[src/rtl/pbit_update.sv]
// ---------------------------------------------------------------------------
// pbit_update
//   Stochastic p-bit update cell. Each update_en request samples the signed
//   input current and a signed 8-bit random value from a 16-bit Galois LFSR.
//   Two cycles later it writes p_out = (clamp(8*I) + r >= 0) and pulses
//   p_valid. The datapath is fully pipelined, so back-to-back requests are
//   accepted. flip_count is a saturating count of p_out value changes.
//
// Ports
//   clk         system clock, rising edge
//   rst_n       asynchronous active-low reset
//   I_in        signed input current, WEIGHT_PRECISION bits
//   update_en   request one stochastic update using the current I_in
//   seed_load   load seed_in into the LFSR (0 maps to 16'hACE1)
//   seed_in     new LFSR seed
//   p_out       registered p-bit (1 = +1, 0 = -1)
//   p_valid     one-cycle pulse after each p_out write
//   flip_count  saturating count of p_out changes
// ---------------------------------------------------------------------------
module pbit_update #(
   parameter int          WEIGHT_PRECISION = 6,
   parameter logic [15:0] SEED             = 16'hACE1
) (
   input  logic                               clk,
   input  logic                               rst_n,
   input  logic signed [WEIGHT_PRECISION-1:0] I_in,
   input  logic                               update_en,
   input  logic                               seed_load,
   input  logic [15:0]                        seed_in,
   output logic                               p_out,
   output logic                               p_valid,
   output logic [7:0]                         flip_count
);

   // Working width: wide enough for 8*I without overflow and at least 10 bits
   // so that t + r (range -256..255) never wraps.
   localparam int SW = (WEIGHT_PRECISION + 4 > 10) ? WEIGHT_PRECISION + 4 : 10;

   logic [15:0]                        lfsr;
   logic [15:0]                        lfsr_step;
   logic signed [WEIGHT_PRECISION-1:0] i_reg;
   logic [7:0]                         r_reg;
   logic                               s1_valid;

   logic signed [SW-1:0] scaled;
   logic signed [SW-1:0] t_clamp;
   logic signed [SW-1:0] r_ext;
   logic signed [SW-1:0] sum;
   logic                 p_next;

   assign lfsr_step = (lfsr >> 1) ^ (lfsr[0] ? 16'hB400 : 16'h0000);

   always_ff @(posedge clk or negedge rst_n) begin
      if (!rst_n) begin
         lfsr <= SEED;
      end else if (seed_load) begin
         lfsr <= (seed_in == 16'h0000) ? 16'hACE1 : seed_in;
      end else if (update_en) begin
         lfsr <= lfsr_step;
      end
   end

   // Stage 1: capture the operands. r comes from the LFSR value before this
   // edge, so a simultaneous seed_load does not affect the current request.
   always_ff @(posedge clk or negedge rst_n) begin
      if (!rst_n) begin
         i_reg    <= '0;
         r_reg    <= '0;
         s1_valid <= 1'b0;
      end else begin
         s1_valid <= update_en;
         if (update_en) begin
            i_reg <= I_in;
            r_reg <= lfsr[7:0];
         end
      end
   end

   always_comb begin
      scaled  = $signed({{(SW-WEIGHT_PRECISION){i_reg[WEIGHT_PRECISION-1]}}, i_reg}) <<< 3;
      t_clamp = scaled;
      if (scaled > $signed(SW'(128))) begin
         t_clamp = $signed(SW'(128));
      end else if (scaled < -$signed(SW'(128))) begin
         t_clamp = -$signed(SW'(128));
      end
      r_ext  = $signed({{(SW-8){r_reg[7]}}, r_reg});
      sum    = t_clamp + r_ext;
      p_next = ~sum[SW-1];
   end

   // Stage 2: write p_out, raise p_valid for the following cycle, count flips.
   always_ff @(posedge clk or negedge rst_n) begin
      if (!rst_n) begin
         p_out      <= 1'b0;
         p_valid    <= 1'b0;
         flip_count <= 8'd0;
      end else begin
         p_valid <= s1_valid;
         if (s1_valid) begin
            p_out <= p_next;
            if ((p_next != p_out) && (flip_count != 8'hFF)) begin
               flip_count <= flip_count + 8'd1;
            end
         end
      end
   end

endmodule

[config.mk]
export PLATFORM = sky130hd
export DESIGN_NAME = pbit_update
export DESIGN_NICKNAME = d
export VERILOG_FILES = /design/src/rtl/pbit_update.sv
export SDC_FILE = /design/constraint.sdc
export NUM_CORES = 1
export LEC_CHECK = 0
export ABC_AREA = 1
export CELL_PAD_IN_SITES_DETAIL_PLACEMENT = 1
export CELL_PAD_IN_SITES_GLOBAL_PLACEMENT = 2
export CORE_AREA = 5 5 82 84
export CTS_CLUSTER_DIAMETER = 150
export DETAILED_ROUTE_END_ITERATION = 8
export DIE_AREA = 0 0 87 89
export DONT_BUFFER_PORTS = 1
export GPL_TIMING_DRIVEN = 0
export HOLD_SLACK_MARGIN = 0.12
export MAX_ROUTING_LAYER = met4
export PLACE_DENSITY = 0.8
export SETUP_SLACK_MARGIN = 0.3
export SLEW_MARGIN = 40
export SYNTH_ARGS = -nofsm -noshare
export SYNTH_HDL_FRONTEND = slang
export SYNTH_SLANG_ARGS = --single-unit
[constraint.sdc]
create_clock -name clk -period 2.2 [get_ports clk]
set_input_delay 0.22 -clock clk [delete_from_list [all_inputs] [get_ports clk]]
set_output_delay 0.22 -clock clk [all_outputs]
set_load 0.1 [all_outputs]
==> metrics.cfg, run 1 <==
[timing]
finalCriticalPeriod_ps = 2120
fin_crit_sh_pct = 96.2
worst_slack_ps = 83.5
rsz0062_at_grt = true
max_slew.worst_pin.slew_ps = 870
maxSlewHeadroom_pct = 42.1
maxSlewViolCount = 0
fin_worst_skew_ps = 6.30
hold_violations = 0
fmax_mhz = 472
fin_tns_setup_ps = 0
setup_viol = 0

[critical_path]
timing.rr.start = i_reg[5]$_DFFE_PN0P_
critPathLaunchType = flip-flop
critPathRequiredTime_ps = 2370
path_class = reg -> reg
crit_top_cell = nand2_2
r2r_slack_ps = 80
worstSetupEndpoint = flip_count[5]$_DFFE_PN0P_
critical-path-slowest-cell = dfrtp_1
max_stage_delay_ps = 430
worstPathCellList = inv_2, nor2_4, nor3_2, ha_1, nand3_1, nor2_1, nand2_1, nand2_2, nand2_2, nand2_2, nand2_4, nand2_4, nand2_8, nand3_4, nand2_2, nand2_1
worstPathArrival_ps = 2290
cp_max_fo = 8
end_kind = flip-flop
cp_num_buf_inv = 1
crit_cells = 16
path_delay_family = simple AND/OR/NAND/NOR gates
r2r_end = flip_count[5]$_DFFE_PN0P_
worstSetupStartpoint = i_reg[5]$_DFFE_PN0P_
reg2reg_depth = 16

[global_routing]
grt_pass1_vias = 1761
use_met1_pct = 17.1
grtUsageMet3_pct = 3.69
busiest_layer = met2
overflow = 0
track_usage_pct = 14.2
grt_util_met2_pct = 23.5
grt_pass1_wl_um = 8350
antenna_found_initial = 0
grt_max_degree = 39

[logic_synthesis]
ys_ff_latch = 38
synth_largest_area_cell = dfrtp_1
synth_area_leaders = dfrtp_1 38%, dfstp_2 11%, nand2_1 11%
ys_seq_area_share_pct = 48.5
yosysTopAreaCellShare_pct = 37.9
syn_avg_cell_area_um2 = 8.80
synth_area_mm2 = 0.00198
synthCells = 225
yosysUniqueCellTypes = 29
syn-num-nets = 257
yosys_warnings = 0

[floorplan]
fp.coreArea_mm2 = 0.00585
die_h_um = 89
placementRows = 28
die_x_um = 87
ios = 36
die-area_mm2 = 0.00774
initial_core_util_pct = 33.8

[detailed_routing]
wl_per_cell_um = 14.3
vias_per_cell = 4.95
dr.pass1.iters = 4
vias = 1663
wirelength_um = 4820
ant_nets = 0
drt_iter0_drc = 55
drc = 0

[power_and_ir_drop]
p_leak_nw = 1.12
pwr_density_cell_mw_per_mm2 = 890
ir_worst_vdd_mv = 0.334

[clock_tree]
cts_buffer_depth = 2
cts-root-buf = clkbuf_8
htree_num_levels = 2
cts_inserted_buffers = 5
cts.clk_slew.worst_paths_ps = 80
cts_tree = done
clock_latency_ps = 280
clock_sinks = 38

[run_status]
outcome = finished, final reports clean

[placement]
post-place-ws_ps = -31.4
io_buffer_count = 0
dp_hpwl_um = 3430
gp_congestion = 0.757
dp.cells = 300

[min_path]
hold_depth = 2
min-delay-path-class = in -> reg

[layout]
fill_cells = 670
largest_reg_flops = 16
layout-drive-gt1-share_pct = 23.4
multi_input_area_um2 = 961
regArea_um2 = 972
area_growth_pct = 26.5
instances_no_fill = 336
diodes = 0
fin_nets = 292

[run]
drv_cap = 0

==> cell usage in the layout (no fill, tap or decap), types with 3 or more instances in the layout <==
| cell type | instances |
|---|---|
| nand2_1 | 50 |
| inv_1 | 21 |
| dfrtp_1 | 21 |
| o21ai_0 | 18 |
| dlygate4sd3_1 | 18 |
| nand3_1 | 15 |
| nor2_1 | 13 |
| nand2_2 | 9 |
| dfrtp_2 | 9 |
| nand4_1 | 8 |
| dfstp_2 | 8 |
| buf_4 | 8 |
| xor2_1 | 6 |
| clkbuf_1 | 6 |
| ha_1 | 6 |
| clkbuf_8 | 6 |
| o211ai_1 | 4 |
| nor3_1 | 3 |
| a21oi_1 | 3 |
| mux2_2 | 3 |
==> routing by layer <==
layer / wire (µm) / part of all wire [%] / vias up
met2: 2430 / 50 / 30
met3: 232 / 4.8 / 2
met4: 36 / 0.75 / 0
met1: 2130 / 44 / 809
met5: 0 / 0 / -
li1: - / - / 822
==> power by group <==
| group | internal [mW] | switching, mW |
|---|---|---|
| clock | 0.253 | 0.240 |
| combinational | 0.247 | 0.285 |
| sequential | 0.808 | 0.396 |
| total | 1.31 | 0.921 |
==> what timing repair did <==
item                                   4_1_cts  5_1_grt
resized for setup                            5       10
endpoints found under the hold margin       57        0
setup endpoints to repair                    9        9
pin swaps                                    3        7
gates cloned                                 0        0
hold buffers                                19        0
buffers inserted                             2        7
==> layout make-up <==
type | count | share of cell area, %
Clock inverter | 1 | 0.200
Buffer | 5 | 0.750
Clock buffer | 7 | 3.45
Inverter | 23 | 3.45
Tap cell | 75 | 3.75
Multi-Input combinational cell | 159 | 38.4
Timing Repair Buffer | 28 | 11.2
Sequential cell | 38 | 38.8
==> synth_stat cells <==
| master | instances |
|---|---|
| dfstp_2 | 8 |
| a21oi_1 | 3 |
| a22oi_1 | 2 |
| nand3_4 | 2 |
| nand3_2 | 1 |
| o22ai_1 | 1 |
| a221oi_1 | 1 |
| nor3_1 | 4 |
| dfrtp_1 | 30 |
| mux2_2 | 3 |
| nand4_1 | 8 |
| nand2_2 | 3 |
| xor2_1 | 6 |
| xnor2_1 | 2 |
| nand2_1 | 56 |
| nor4_1 | 1 |
| a31oi_4 | 1 |
| o211ai_1 | 4 |
| nor2_1 | 15 |
| clkbuf_1 | 5 |
| nand3_1 | 15 |
| o21a_2 | 1 |
| nor3_2 | 1 |
| o21ai_0 | 18 |
| nand2_4 | 3 |
| o21ai_1 | 1 |
| inv_1 | 23 |
| ha_1 | 6 |
| o221ai_1 | 1 |
==> logic make-up (layout without fill, tap and decap cells) <==
group | count (synthesis) | after routing | share of synthesized area, %
buffers and inverters | 28 | 64 | 5.31
DFF | 38 | 38 | 48.5
adders and majority gates | 6 | 6 | 3.79
muxes | 3 | 3 | 1.71
xor gates and xnor gates | 8 | 8 | 3.54
AOI/OAI and AO/OA | 33 | 33 | 10.6
and+or+nand+nor | 109 | 109 | 26.5
==> worst min-delay path by stage <==
stage,from,slack (ps),to
6_report,seed_in[12],140,lfsr[12]$_DFFE_PN0P_
5_1_grt,seed_in[12],140,lfsr[12]$_DFFE_PN0P_
4_1_cts,seed_in[12],120,lfsr[12]$_DFFE_PN0P_
3_5_place_dp,rst_n,-70,lfsr[1]$_DFFE_PN0P_
3_3_place_gp,rst_n,-70,lfsr[1]$_DFFE_PN0P_
2_1_floorplan,rst_n,-80,flip_count[0]$_DFFE_PN0P_
==> stage by stage <==
step           hold WS, ps  area [µm²]  util, %  total power [mW]
2_1_floorplan        -75.6        1990        -              1.50
3_3_place_gp         -74.3        2080     35.5              1.58
3_5_place_dp         -74.7        2080     35.6              1.59
4_1_cts                121        2410     41.2              2.17
5_1_grt                140        2500     42.8              2.37
6_report               137        2500     42.8              2.23
(Power assumes the default switching activity.)
==> inputs of run 2 (changes only) <==
--- a/config.mk
+++ b/config.mk
@@ -18,6 +18,7 @@
 export MAX_ROUTING_LAYER = met4
 export PLACE_DENSITY = 0.8
 export SETUP_SLACK_MARGIN = 0.3
+export SKIP_LAST_GASP = 1
 export SLEW_MARGIN = 40
 export SYNTH_ARGS = -nofsm -noshare
 export SYNTH_HDL_FRONTEND = slang
==> constraint.sdc (replaced) <==
create_clock -name clk -period 2.05 [get_ports clk]
set_input_delay 0.205 -clock clk [delete_from_list [all_inputs] [get_ports clk]]
set_output_delay 0.205 -clock clk [all_outputs]
set_load 0.1 [all_outputs]
==> metrics.cfg, run 2 (synthesis results as in run 1) <==
[power_and_ir_drop]
pwr_density_cell_mw_per_mm2 = 945
p_leak_nw = 1.18
ir_worst_vdd_mv = 0.328
p_total_mw = 2.47

[clock_tree]
cts-root-buf = clkbuf_8
htree_num_levels = 2
cts_buffer_depth = 2
cts_inserted_buffers = 5
clock_latency_ps = 290
cts_tree = done
cts.clk_slew.worst_paths_ps = 80
clock_sinks = 38

[global_routing]
grt_pass1_wl_um = 8450
grt_pass1_vias = 1801
track_usage_pct = 14.5
grt_max_degree = 39
overflow = 0
antenna_found_initial = 0

[critical_path]
r2r_end = flip_count[7]$_DFFE_PN0P_
r2r_slack_ps = -30
max_stage_delay_ps = 430
critical-path-slowest-cell = dfrtp_1
critPathLaunchType = flip-flop
crit_top_cell = nand2_4
worstPathArrival_ps = 2250
critPathRequiredTime_ps = 2220
timing.rr.start = i_reg[5]$_DFFE_PN0P_
end_kind = flip-flop
reg2reg_depth = 16
cp_max_fo = 8
worstPathCellList = inv_2, nor2_4, nor3_2, ha_1, nand3_1, nor2_1, nand2_1, nand2_2, nand2_4, nand2_4, nand2_4, nand2_4, nand2_8, nand3_4, nand2_1, nand2_1
path_class = reg -> reg

[layout]
area_growth_pct = 32.0
layout-drive-gt1-share_pct = 23.0
layout_common_cells = 54 x nand2_1, 24 x dlygate4sd3_1, 21 x inv_1, 21 x dfrtp_1, 18 x o21ai_0
design_area_mm2 = 0.00261
final_common_cell = nand2_1
diodes = 0
largest_reg_flops = 16
fin_nets = 301

[placement]
gp_congestion = 0.737
place_area_mm2 = 0.00209
dp_hpwl_um = 3370
io_buffer_count = 0

[floorplan]
die-area_mm2 = 0.00774
ios = 36
placementRows = 28
die_h_um = 89
fp.coreArea_mm2 = 0.00585
die_x_um = 87
initial_core_util_pct = 33.8

[timing]
fin_worst_skew_ps = 3.46
rsz0062_at_grt = true
worst_slack_ps = -29.9
finalCriticalPeriod_ps = 2080
maxSlewHeadroom_pct = 42.1
max_slew.worst_pin.slew_ps = 869
fmax_mhz = 481
fin_crit_sh_pct = 101
fin_tns_setup_ps = -29.9
hold_violations = 0
setup_viol = 1
maxSlewViolCount = 0

[detailed_routing]
drc = 0
dr.pass1.iters = 4
vias = 1735
wl_per_cell_um = 15.2
vias_per_cell = 5.03
ant_nets = 0
drt_iter0_drc = 63
wirelength_um = 5260

[run_status]
outcome = finished with violations
violations = negative setup slack

[min_path]
min-delay-path-class = in -> reg
hold_start = seed_in[6]
hold_depth = 2
holdPathEnd = lfsr[6]$_DFFE_PN1P_

[run]
drv_cap = 0

-- run 2: cell types whose count changed in the layout (fill, tap and decap cells not counted), sizes merged --
cell / before / now
dlygate4sd3: 18 / 24
nand3: 18 / 19
buf: 10 / 11
nand2: 62 / 63
-- run 2: routing by layer --
metal	vias to the layer above	track usage [%]	part of all wire, %
met5	-	-	0
met4	0	4.67	1.2
met3	5	3.50	4.2
met2	31	24.4	51
met1	853	17.0	43
li1	846	-	-
-- run 2: worst max-delay path by stage --
stage / startpoint / slack (ps) / to / cells after the start
finish: i_reg[5]$_DFFE_PN0P_ / -30 / flip_count[7]$_DFFE_PN0P_ / 16
global route: i_reg[5]$_DFFE_PN0P_ / -150 / flip_count[7]$_DFFE_PN0P_ / 16
CTS: i_reg[5]$_DFFE_PN0P_ / -10 / flip_count[7]$_DFFE_PN0P_ / 15
detailed placement: i_reg[5]$_DFFE_PN0P_ / -60 / flip_count[7]$_DFFE_PN0P_ / 16
global placement: i_reg[5]$_DFFE_PN0P_ / -30 / flip_count[7]$_DFFE_PN0P_ / 15
floorplan: i_reg[5]$_DFFE_PN0P_ / 220 / flip_count[6]$_DFFE_PN0P_ / 16
-- run 2: timing repair --
item                                   in CTS  in global routing
hold buffers                               24                  1
pin swaps                                   0                  4
cloned                                      0                  2
setup endpoints to repair                   9                  9
resized for setup                           1                 12
setup buffers                               1                  9
endpoints found under the hold margin      61                  1
-- run 2: power by group --
part / internal (mW) / switching (mW) / leakage, nW
clock network: 0.272 / 0.272 / 0.0482
registers: 0.877 / 0.425 / 0.443
logic: 0.288 / 0.335 / 0.687
total: 1.44 / 1.03 / 1.18
-- run 2: layout make-up --
class | instances | area (µm²)
buffer | 5 | 18.8
clock buffer | 7 | 86.3
clock inverter | 1 | 5.00
fill | 663 | 3240
inverter | 23 | 86.3
multi-input combinational | 161 | 997
sequential | 38 | 977
tap | 75 | 93.8
timing repair buffer | 35 | 348
-- run 2: metrics by stage --
step | std cells | setup WS, ps | utilization (%) | hold slack, ps
final | 345 | -29.9 | 44.7 | 145
after detailed placement | 300 | -57.9 | 35.8 | -89.6
after global routing | 345 | -149 | 44.7 | 152
after floorplan | 225 | 220 | - | -90.6
after global placement | 300 | -33.6 | 35.7 | -89.4
after CTS | 333 | -11.2 | 41.9 | 130
-- run 2: worst max-delay path: cells and delay by family, from the launching register on --
family	cells	cell delay, ps
AND/OR/NAND/NOR	14	1160
flip-flops	1	430
adder cells (fa/ha/maj)	1	250
buffers and inverters	1	110
